`config.mk`:
```
export PLATFORM = sky130hd
export DESIGN_NAME = sort_engine
export DESIGN_NICKNAME = d
export VERILOG_FILES = /design/src/rtl/sort_engine.sv
export SDC_FILE = /design/constraint.sdc
export NUM_CORES = 1
export LEC_CHECK = 0
export ABC_AREA = 1
export BUFFER_PORTS_ARGS = -buffer_cell sky130_fd_sc_hd__buf_2
export CORE_MARGIN = 3
export CORE_UTILIZATION = 45
export CTS_CLUSTER_DIAMETER = 60
export CTS_CLUSTER_SIZE = 12
export DETAILED_ROUTE_END_ITERATION = 8
export PLACE_DENSITY = 0.7
export SLEW_MARGIN = 20
export SYNTH_ARGS = -nofsm -noshare
export SYNTH_HDL_FRONTEND = slang
export SYNTH_SLANG_ARGS = --single-unit
export TNS_END_PERCENT = 1
```
`constraint.sdc`:
```
create_clock -name clk -period 5.4 [get_ports clk]
set_input_delay 0.81 -clock clk [delete_from_list [all_inputs] [get_ports clk]]
set_output_delay 0.81 -clock clk [all_outputs]
set_load 0.01 [all_outputs]
```
`src/rtl/sort_engine.sv`:
```
// In-place exchange sorter: host loads a word RAM, pulses start, and the FSM
// compares every pair (i < j), swapping out-of-order words and counting swaps.
module sort_engine #(
    parameter int N = 8,
    parameter int L = 4
) (
    input  logic           clk,
    input  logic           rst,
    input  logic           start,
    input  logic           mode_desc,
    input  logic [L:0]     len,
    input  logic           wr_init,
    input  logic           rd,
    input  logic [L-1:0]   addr,
    input  logic [N-1:0]   data_in,
    output logic [N-1:0]   data_out,
    output logic           rd_valid,
    output logic           busy,
    output logic           done,
    output logic [2*L-1:0] swap_cnt
);

    localparam int DEPTH = 2 ** L;
    localparam logic [L:0]     DEPTH_W  = (L+1)'(DEPTH);
    localparam logic [L:0]     ONE_N    = (L+1)'(1);
    localparam logic [L:0]     TWO_N    = (L+1)'(2);
    localparam logic [L-1:0]   ONE_A    = L'(1);
    localparam logic [2*L-1:0] ONE_C    = (2*L)'(1);

    typedef enum logic [3:0] {
        IDLE, LDA, LDB, CMP, WRI, WRJ, NXJ, NXI, DONE
    } state_t;

    logic [N-1:0] mem_q [DEPTH];

    state_t         state_q, state_d;
    logic [L-1:0]   i_q, i_d;
    logic [L-1:0]   j_q, j_d;
    logic [N-1:0]   a_q, a_d;
    logic [N-1:0]   b_q, b_d;
    logic [L:0]     n_q, n_d;
    logic           mode_q, mode_d;
    logic [2*L-1:0] swap_cnt_q, swap_cnt_d;
    logic [N-1:0]   data_out_q, data_out_d;
    logic           rd_valid_q, rd_valid_d;
    logic           busy_q, busy_d;
    logic           done_q, done_d;

    logic           mem_we;
    logic [L-1:0]   mem_waddr;
    logic [N-1:0]   mem_wdata;
    logic [L:0]     len_clip;
    logic           swap;

    always_comb begin
        state_d    = state_q;
        i_d        = i_q;
        j_d        = j_q;
        a_d        = a_q;
        b_d        = b_q;
        n_d        = n_q;
        mode_d     = mode_q;
        swap_cnt_d = swap_cnt_q;
        data_out_d = data_out_q;
        rd_valid_d = 1'b0;
        busy_d     = busy_q;
        done_d     = 1'b0;
        mem_we     = 1'b0;
        mem_waddr  = addr;
        mem_wdata  = data_in;
        len_clip   = (len > DEPTH_W) ? DEPTH_W : len;
        swap       = mode_q ? (a_q < b_q) : (a_q > b_q);

        // Host port is only live while idle; async RAM read gives the pre-write value.
        if (!busy_q) begin
            if (rd) begin
                rd_valid_d = 1'b1;
                data_out_d = mem_q[addr];
            end
            if (wr_init) begin
                mem_we = 1'b1;
            end
        end

        case (state_q)
            IDLE: begin
                if (start) begin
                    mode_d     = mode_desc;
                    n_d        = len_clip;
                    i_d        = '0;
                    j_d        = '0;
                    swap_cnt_d = '0;
                    busy_d     = 1'b1;
                    state_d    = (len_clip < TWO_N) ? DONE : LDA;
                end
            end
            LDA: begin
                a_d     = mem_q[i_q];
                j_d     = i_q + ONE_A;
                state_d = LDB;
            end
            LDB: begin
                b_d     = mem_q[j_q];
                state_d = CMP;
            end
            CMP: begin
                state_d = swap ? WRI : NXJ;
            end
            WRI: begin
                mem_we    = 1'b1;
                mem_waddr = i_q;
                mem_wdata = b_q;
                state_d   = WRJ;
            end
            // A keeps tracking the word now held at M[i].
            WRJ: begin
                mem_we     = 1'b1;
                mem_waddr  = j_q;
                mem_wdata  = a_q;
                a_d        = b_q;
                swap_cnt_d = swap_cnt_q + ONE_C;
                state_d    = NXJ;
            end
            NXJ: begin
                if ({1'b0, j_q} == n_q - ONE_N) begin
                    state_d = NXI;
                end else begin
                    j_d     = j_q + ONE_A;
                    state_d = LDB;
                end
            end
            NXI: begin
                if ({1'b0, i_q} == n_q - TWO_N) begin
                    state_d = DONE;
                end else begin
                    i_d     = i_q + ONE_A;
                    state_d = LDA;
                end
            end
            DONE: begin
                done_d  = 1'b1;
                busy_d  = 1'b0;
                state_d = IDLE;
            end
            default: begin
                state_d = IDLE;
            end
        endcase
    end

    always_ff @(posedge clk or posedge rst) begin
        if (rst) begin
            state_q    <= IDLE;
            i_q        <= '0;
            j_q        <= '0;
            a_q        <= '0;
            b_q        <= '0;
            n_q        <= '0;
            mode_q     <= 1'b0;
            swap_cnt_q <= '0;
            data_out_q <= '0;
            rd_valid_q <= 1'b0;
            busy_q     <= 1'b0;
            done_q     <= 1'b0;
        end else begin
            state_q    <= state_d;
            i_q        <= i_d;
            j_q        <= j_d;
            a_q        <= a_d;
            b_q        <= b_d;
            n_q        <= n_d;
            mode_q     <= mode_d;
            swap_cnt_q <= swap_cnt_d;
            data_out_q <= data_out_d;
            rd_valid_q <= rd_valid_d;
            busy_q     <= busy_d;
            done_q     <= done_d;
        end
    end

    // Word RAM keeps its contents through reset.
    always_ff @(posedge clk) begin
        if (mem_we) begin
            mem_q[mem_waddr] <= mem_wdata;
        end
    end

    assign data_out = data_out_q;
    assign rd_valid = rd_valid_q;
    assign busy     = busy_q;
    assign done     = done_q;
    assign swap_cnt = swap_cnt_q;

endmodule

```
# Word-level counts from Yosys, hierarchy flattened
# Memory sizes are Yosys's and may differ from the RTL's. A register that Yosys moved wholly into a read port is not among the register bits.
# Index checks and enable logic that the tools add are counted.
[word_totals] output_inout_bits=19 ff_bits=37 wordCells=75 input_bits=23 mem_count=1 ramBits=128
[classes] eq_ne=13 n_reduce_logical=13 addsub=5 n_bitwise=1 magnitude_cmp=4 mux=28
[mem_list] memory="mem_q" words=16 width=8 rd=3 rd_ports_with_merged_regs=2 write_ports=1 line_no="34" rtl="logic [N-1:0] mem_q [DEPTH];"
[op_table] cell="$pmux 8 s2" count=3
[op_table] cell="$pmux 4 s8" count=1
[op_table] cell="$mux 4" count=6
[op_table] cell="$eq 4x3->1 const B" count=4
[op_table] cell="$pmux 4 s2" count=2
[op_table] cell="$pmux 4 s3" count=1
[op_table] cell="$eq 4x5->1" count=2
[op_table] cell="$mux 1" count=10
[op_table] cell="$add 4x1->4 const B" count=2
[op_table] cell="$add 8x1->8 const B" count=1
[op_table] cell="$eq 4x2->1 const B" count=2
[op_table] cell="$gt 8x8->1" count=1
[op_table] cell="$lt 8x8->1" count=1
[op_table] cell="$mux 8" count=1
[op_table] cell="$reduce_and 2->1" count=4
[op_table] cell="$reduce_bool 2->1" count=4
[op_table] cell="$ne 2x2->1 const B" count=3
[op_table] cell="$reduce_and 3->1" count=2
[op_table] cell="$gt 5x5->1 const B" count=1
[op_table] cell="$lt 5x2->1 const B" count=1
[op_table] cell="$mux 5" count=1
[op_table] cell="$sub 5x1->5 const B" count=1
[op_table] cell="$sub 5x2->5 const B" count=1
[op_table] cell="$eq 4x1->1 const B" count=1
[op_table] cell="8 further kinds" count=8

# Longest topological paths before layout
# Gate-level depths: netlist (run 1).
[depth] depth_word=6 depth_mapped=13 ltp_nobuf=13

# Worst setup path after synthesis (run 1)
# No wires, ideal clock.
[synth_timing] path_kind="input port to flip-flop" from="input port addr[0]" to="memory mem_q[0][0] (enable)" t_required_ns=5.030 setup_ns=0.370 path_stages=7 setup_slack_ns=3.124 arrival_time_ns=1.906 cell_sequence="buf_6 > inv_2 > buf_2 > nand2_1 > o21ai_1 > nand3_1 > nor2_1"
[synth_via] elab_chain_cells=1
[synth_lines] element="start: declaration" line_no="14" rtl="input logic [L-1:0] addr,"
[synth_lines] element="$pmux 4 s2" line_no="85" rtl="case (state_q)"
[synth_lines] element="end: declaration" line_no="34"
# Every way passes these cells.

# Worst setup path in the final report (run 1)
[layout_timing] from="input port addr[1]" to="memory mem_q[6][4] (enable)"
# Same word-level chain as after synthesis.

==> impl_metrics.py, run 1 <==
metrics = {
    "synth": {
        "synth-seq-area-share": 0.4636,
        "ys_top_cells_by_area": "edfxtp_1 34%, nand2_1 17%, dfrtp_1 12%",
        "syn-cell-area_um2": 11150,
        "synth.distinct_cells": 41,
        "yosys.area.top_type_share": 0.3447,
        "synth_cells": 1470,
        "synth_edf_count": 128,
        "yosysWarnings": 0,
        "avgSynthCellArea_um2": 7.586,
        "ys_ff_latch": 181,
        "async_flop_share": 0.2928,
        "synth_top_cell_by_area": "edfxtp_1",
        "syn_nets": 1507,
        "ys.flop_type": "edfxtp_1",
    },
    "floorplanning": {
        "core_um2": 23890,
        "rows": 56,
        "ios": 42,
        "die-area_um2": 26700,
        "start_util": 0.4667,
        "die_h_um": 163.4,
        "dieWidth_um": 163.4,
    },
    "setup_path": {
        "reg2reg_slack_ps": 2280,
        "cpPeakStageDelay_ps": 680,
        "cp_cell_sequence": "buf_2 > inv_2 > nand2_1 > o21ai_1 > inv_1 > nand3_1 > nor2_1",
        "worstSetupPathType": "in -> reg",
        "endpoint": "mem_q[6][4]",
        "cp.arrival_ps": 3260,
        "start_kind": "input pin",
        "crit-reg2reg-launch": "i_q[1]",
        "crit_path_end_kind": "flip-flop",
        "path_max_fanout": 40,
        "reg2reg_to": "mem_q[4][4]",
        "cp_slowest_cell": "nor2_1",
        "worst_ep_required_time_ps": 5470,
        "crit_start": "addr[1]",
        "r2r_cells": 6,
    },
    "global_routing": {
        "gr-usage-all-layers": 0.2807,
        "grt_max_degree": 86,
        "antenna_found_initial": 0,
        "grt_pass1_vias": 9651,
        "grt_pass1_wl_um": 56810,
        "grt-ovfl-total": 0,
    },
    "placement": {
        "gp_congestion": 1.006,
        "numPortBuffers": 41,
        "place_area_um2": 11350,
        "dp_hpwl_um": 25060,
    },
    "timing": {
        "max_freq_ghz": 0.3142,
        "skew_ps": 19.68,
        "slew_headroom": 0.3754,
        "slew_viol_final": 0,
        "finalSetupViolations": 0,
        "fin_crit_ps": 3182,
        "worst_slew_pin_slew_ps": 933.4,
        "grt_setup_unrepaired": "no",
        "fin_crit_sh": 0.5893,
        "hold_violations": 0,
        "finalSetupTns_ps": 0,
    },
    "outcome": {
        "status": "complete, no violations",
    },
    "routing": {
        "routed_wl_um": 36880,
        "drtIter0Drc": 1762,
        "wl_met3_um": 4279,
        "routedWlPerCell_um": 20.57,
        "drc": 0,
        "route.top_layer_used": "met4",
        "routed-via-count": 10510,
        "via_per_inst": 5.861,
        "wl_met2_um": 15790,
        "antenna_left": 0,
        "first_pass_iters": 6,
        "wl_met1_um": 14820,
    },
    "clock_tree": {
        "hold_buffers": 0,
        "clockBufferDepth": 2,
        "clock_tree.htree_level_count": 4,
        "cts_resized": 0,
        "root_buffer": "clkbuf_16",
        "clk_pin_slew_ps": 80,
        "post_cts_buffers": 0,
        "clk-insertion-delay-late_ps": 450,
        "cts_tree": "yes",
        "cts_buffers": 17,
        "clock_sinks": 181,
    },
    "hold_path": {
        "hp-class": "in -> async",
    },
    "pwr": {
        "vdd_ir_drop_max_mv": 0.3151,
        "total_power_mw": 5.164,
        "power_density_nw_per_um2": 431.7,
        "p_leak_nw": 5.402,
    },
    "layout": {
        "fin_nets": 1498,
        "stdcell_area_um2": 11960,
        "syn_to_final_growth_pct": 7.282,
        "layout-drive-gt1-share": 0.08955,
        "insertedDiodeCount": 0,
    },
    "job": {
        "drv_cap": 0,
    },
}
## area by class of cell
cell class	count	area (um^2)
Sequential cell	181	5172
Timing Repair Buffer	57	325.3
Inverter	137	521.8
Tap cell	319	399.1
Fill cell	2265	11930
Clock inverter	15	182.7
Multi-Input combinational cell	1067	4936
Clock buffer	17	425.4
## metrics by stage
step | utilization | worst slack (ps) | hold WS (ps) | cells
final | 0.5007 | 2218 | 403.4 | 1793
after global routing | 0.5007 | 2079 | 434.5 | 1793
after CTS | 0.5007 | 2321 | 417.8 | 1793
after detailed placement | 0.4752 | 1859 | 465.9 | 1761
after global placement | 0.4752 | 1892 | 456.0 | 1761
after floorplan | - | 3124 | 448.8 | 1470
## flip-flops by register name (all words and copies together) (netlist names)
| signal | flops |
|---|---|
| mem_q | 128 |
| busy | 1 |
| swap_cnt | 8 |
| state_q | 4 |
| i_q | 4 |
| n_q | 5 |
| done | 1 |
| data_out | 8 |
| b_q | 8 |
| mode_q | 1 |
| j_q | 4 |
| a_q | 8 |
| rd_valid | 1 |
## cell usage after synthesis (4+ instances only)
cell type and n:
nand2_1 518, xor2_1 4, buf_2 50, a21boi_1 5, o211ai_1 19, inv_2 13, nand3_1 250, nor2_1 63
nand4_1 6, nor2_4 5, clkbuf_1 5, buf_6 12, nand2_2 11, ha_1 14, edfxtp_1 128, a21oi_1 68
dfrtp_1 53, nor3_1 9, inv_1 119, o21ai_0 63, buf_4 13, o21ai_1 9
## per-layer routing
| metal | vias up | GRT usage |
|---|---|---|
| met5 | - | 0 |
| met4 | 0 | 0.1311 |
| met3 | 121 | 0.06340 |
| met2 | 727 | 0.4221 |
| met1 | 4829 | 0.3861 |
| li1 | 4832 | - |
## report_power, final
part	switching [mW]	total (mW)	internal (mW)
clock network	0.636	1.26	0.627
registers	0.196	1.94	1.75
logic	1.38	1.96	0.578
## placed cells by master (no fill, tap or decap), drive strengths merged
master      n
o211ai     19
nor2       69
inv       141
nand2     531
ha         14
nor3        9
clkinvlp    1
o21ai      74
nand4       6
o221ai      1
a22o        1
a21oi      68
xor2        4
o22ai       3
clkinv     10
buf        57
xnor2       1
nand3     252
or2         2
edfxtp    128
a21boi      8
nand3b      1
mux2i       2
dfrtp      53
o21a        1
clkbuf     17
nor3b       1
## how the worst min path moves through the flow
stage,endpoint,slack [ps],cells past startpoint
after detailed placement,swap_cnt[7],470,1
after global placement,swap_cnt[7],460,1
final,mode_q,400,2
after CTS,mode_q,420,2
after floorplan,a_q[0],450,2
after global routing,swap_cnt[7],430,2
## kinds of logic after synthesis
group / share of synthesized area
DFF: 0.4636
xor gates and xnor gates: 0.003927
and+or+nand+nor: 0.3347
adders and majority gates: 0.01571
AOI/OAI and AO/OA: 0.08651
muxes: 0.001795
buffers and inverters: 0.09369
## worst max-delay path: cells and delay by family
kind	cells	cell delay, ps
simple gates	3	1130
buf+inv	3	1180
compound gates	1	110
Note: power is estimated with default switching activity, not from simulation.
==> run 2, diff against run 1 <==
--- a/config.mk
+++ b/config.mk
@@ -5,14 +5,14 @@
 export SDC_FILE = /design/constraint.sdc
 export NUM_CORES = 1
 export LEC_CHECK = 0
-export ABC_AREA = 1
+export ABC_AREA = 0
 export BUFFER_PORTS_ARGS = -buffer_cell sky130_fd_sc_hd__buf_2
 export CORE_MARGIN = 3
 export CORE_UTILIZATION = 45
 export CTS_CLUSTER_DIAMETER = 60
 export CTS_CLUSTER_SIZE = 12
 export DETAILED_ROUTE_END_ITERATION = 8
-export PLACE_DENSITY = 0.7
+export PLACE_DENSITY = 0.73
 export SLEW_MARGIN = 20
 export SYNTH_ARGS = -nofsm -noshare
 export SYNTH_HDL_FRONTEND = slang
==> constraint.sdc (replaced) <==
create_clock -name clk -period 2.9 [get_ports clk]
set_input_delay 0.435 -clock clk [delete_from_list [all_inputs] [get_ports clk]]
set_output_delay 0.435 -clock clk [all_outputs]
set_load 0.01 [all_outputs]
==> run 2 against run 1 <==
Net effect:
- combinational power increased by 120%
- non-clock buffer count increased by 39
- synthesized cell count decreased by 51%
- setup slack got worse by 1700 ps
- count of clock-buffer cells in the layout increased by 1
- largest cell class unchanged
- highest routed layer is now met5
==> impl_metrics.py, run 2 <==
metrics = {
    "pwr": {
        "p_leak_nw": 4.108,
        "power_density_nw_per_um2": 894.2,
        "total_power_mw": 10.29,
        "vdd_ir_drop_max_mv": 0.4318,
    },
    "synth": {
        "synth.distinct_cells": 60,
        "ys_top_cells_by_area": "edfxtp_1 38%, mux4_2 20%, dfrtp_1 13%",
        "ys_top_cells_by_count": "128 x edfxtp_1, 88 x mux4_2, 53 x dfrtp_1, 47 x mux2i_1, 43 x nor2_1",
        "yosys.area.top_type_share": 0.3784,
        "yosysWarnings": 0,
        "synth_top_cell_by_area": "edfxtp_1",
        "avgSynthCellArea_um2": 14.13,
        "synth_cells": 719,
        "async_flop_share": 0.2928,
        "ys_ff_latch": 181,
        "syn-cell-area_um2": 10160,
        "synth-seq-area-share": 0.5089,
        "ys.flop_type": "edfxtp_1",
        "syn_nets": 756,
        "synth_edf_count": 128,
        "yosysMostFrequentCell": "edfxtp_1",
    },
    "floorplanning": {
        "start_util": 0.4612,
        "dieWidth_um": 156.2,
        "die_h_um": 156.2,
        "rows": 54,
        "ios": 42,
        "die-area_um2": 24410,
        "core_um2": 22030,
    },
    "layout": {
        "multi_input_area_um2": 4656,
        "regMostFlops": "mem_q",
        "stdcell_area_um2": 11510,
        "fillers": 1764,
        "mostFrequentLayoutCell": "edfxtp_1",
        "insertedDiodeCount": 0,
        "final_util": 0.5224,
        "ff_latch_area_um2": 5172,
        "fin_nets": 818,
        "largest_reg_flops": 128,
        "layout_common_cells": "128 x edfxtp_1, 88 x mux4_2, 53 x buf_4",
        "syn_to_final_growth_pct": 13.28,
        "layout-drive-gt1-share": 0.3186,
    },
    "routing": {
        "routed_wl_um": 27180,
        "routed-via-count": 6995,
        "via_per_inst": 6.513,
        "drc": 0,
        "first_pass_iters": 6,
        "drtIter0Drc": 921,
        "routedWlPerCell_um": 25.30,
        "antenna_left": 0,
    },
    "setup_path": {
        "cp.arrival_ps": 2550,
        "cp_cell_sequence": "mux2_2 > or4b_1 > o32ai_1 > nand2_1 > nor2_1 > buf_4",
        "worst_ep_required_time_ps": 3050,
        "cp_num_cells": 6,
        "path_max_fanout": 5,
        "cp_slowest_cell": "or4b_1",
        "cpPeakStageDelay_ps": 570,
        "crit_path_end_kind": "flip-flop",
        "critPathBufInv": 1,
        "start_kind": "flip-flop",
        "r2r_cells": 6,
        "worstSetupPathType": "reg -> reg",
        "cp_top_family": "simple AND/OR/NAND/NOR gates",
    },
    "clock_tree": {
        "clock_sinks": 181,
        "clock_tree.htree_level_count": 4,
        "clk_pin_slew_ps": 70,
        "hold_buffers": 0,
        "cts_tree": "yes",
        "cts_buffers": 17,
        "clk-insertion-delay-late_ps": 430,
        "clockBufferDepth": 2,
        "root_buffer": "clkbuf_16",
        "cts_resized": 0,
        "post_cts_buffers": 0,
    },
    "timing": {
        "worst_slew_pin_slew_ps": 730.2,
        "finalSetupTns_ps": 0,
        "fin_crit_ps": 2408,
        "max_freq_ghz": 0.4153,
        "fin_crit_sh": 0.8304,
        "skew_ps": 10.80,
        "slew_viol_final": 0,
        "grt_setup_unrepaired": "no",
        "hold_ws_ps": 32.07,
        "slew_headroom": 0.5132,
        "hold_violations": 0,
        "finalSetupViolations": 0,
    },
    "placement": {
        "gp_congestion": 0.8949,
        "dp_hpwl_um": 18760,
        "numPortBuffers": 41,
        "place_area_um2": 10910,
    },
    "global_routing": {
        "gr-usage-all-layers": 0.2282,
        "grt_pass1_vias": 6757,
        "antenna_found_initial": 2,
        "grt-ovfl-total": 0,
        "grt_pass1_wl_um": 41650,
        "grt_max_degree": 47,
    },
    "outcome": {
        "status": "complete, no violations",
    },
    "job": {
        "drv_cap": 0,
    },
    "hold_path": {
        "hp-class": "in -> async",
    },
}
[run 2: cell types whose count changed in the layout (fill, tap and decap cells not counted), sizes merged, moves of 26 or more]
cell	previous run	this run
nand2	531	30
nand3	252	17
inv	141	31
mux4	0	88
a21oi	68	19
mux2i	2	47
o21ai	74	31
buf	57	96
mux2	0	27
nor2	69	43
[run 2: final timing paths]
check	start	to	slack, ps
max	j_q[0]	mem_q[12][1]	490
min	rst	swap_cnt[3]	30
max reg2reg	j_q[0]	mem_q[12][1]	490
min reg2reg	swap_cnt[7]	swap_cnt[7]	480
max in group asynchronous	rst	i_q[0]	2360
min in group clk	mode_desc	mode_q	240
[run 2: cell type report]
| class | count | area share |
|---|---|---|
| flip-flops and latches | 181 | 0.4495 |
| multi-input cells | 461 | 0.4046 |
| repair buffers | 96 | 0.05589 |
| clock inverters | 14 | 0.01446 |
| inverters | 24 | 0.007829 |
| well taps | 280 | 0.03044 |
| clock buffers | 18 | 0.03729 |
[run 2: cell families (layout without fill, tap and decap cells)]
| logic type | Yosys count | count (layout) | share of synthesized area |
|---|---|---|---|
| buffers and inverters | 77 | 152 | 0.03276 |
| adder cells (fa/ha/maj) | 14 | 14 | 0.01724 |
| flip-flops | 181 | 181 | 0.5089 |
| AO/OA/AOI/OAI | 128 | 128 | 0.08560 |
| AND/OR/NAND/NOR | 146 | 146 | 0.07464 |
| XOR/XNOR | 11 | 11 | 0.009484 |
| multiplexers | 162 | 162 | 0.2713 |
[run 2: power breakdown]
part           switching, mW  internal (mW)
clock network           1.10           1.23
registers              0.345           3.31
logic                   2.43           1.87
total                   3.87           6.42
[run 2: tightest hold or removal path, delay by kind of cell]
family / cells / cell delay, ps
buffers and inverters: 3 / 410
[run 2: metal layers]
layer | up-vias | wire, um | part of all wire | track usage
met2 | 435 | 12390 | 0.46 | 0.3428
met1 | 3495 | 11070 | 0.41 | 0.3309
met3 | 58 | 2998 | 0.11 | 0.05946
met5 | - | 13 | 0.00048 | 0
li1 | 3005 | - | - | -
met4 | 2 | 705 | 0.026 | 0.06753
[run 2: metrics by stage]
stage          std cells  setup WS, ps
2_1_floorplan        719         544.6
3_3_place_gp        1042         564.6
3_5_place_dp        1042         535.8
4_1_cts             1074         518.1
5_1_grt             1074         391.0
6_report            1074         491.9
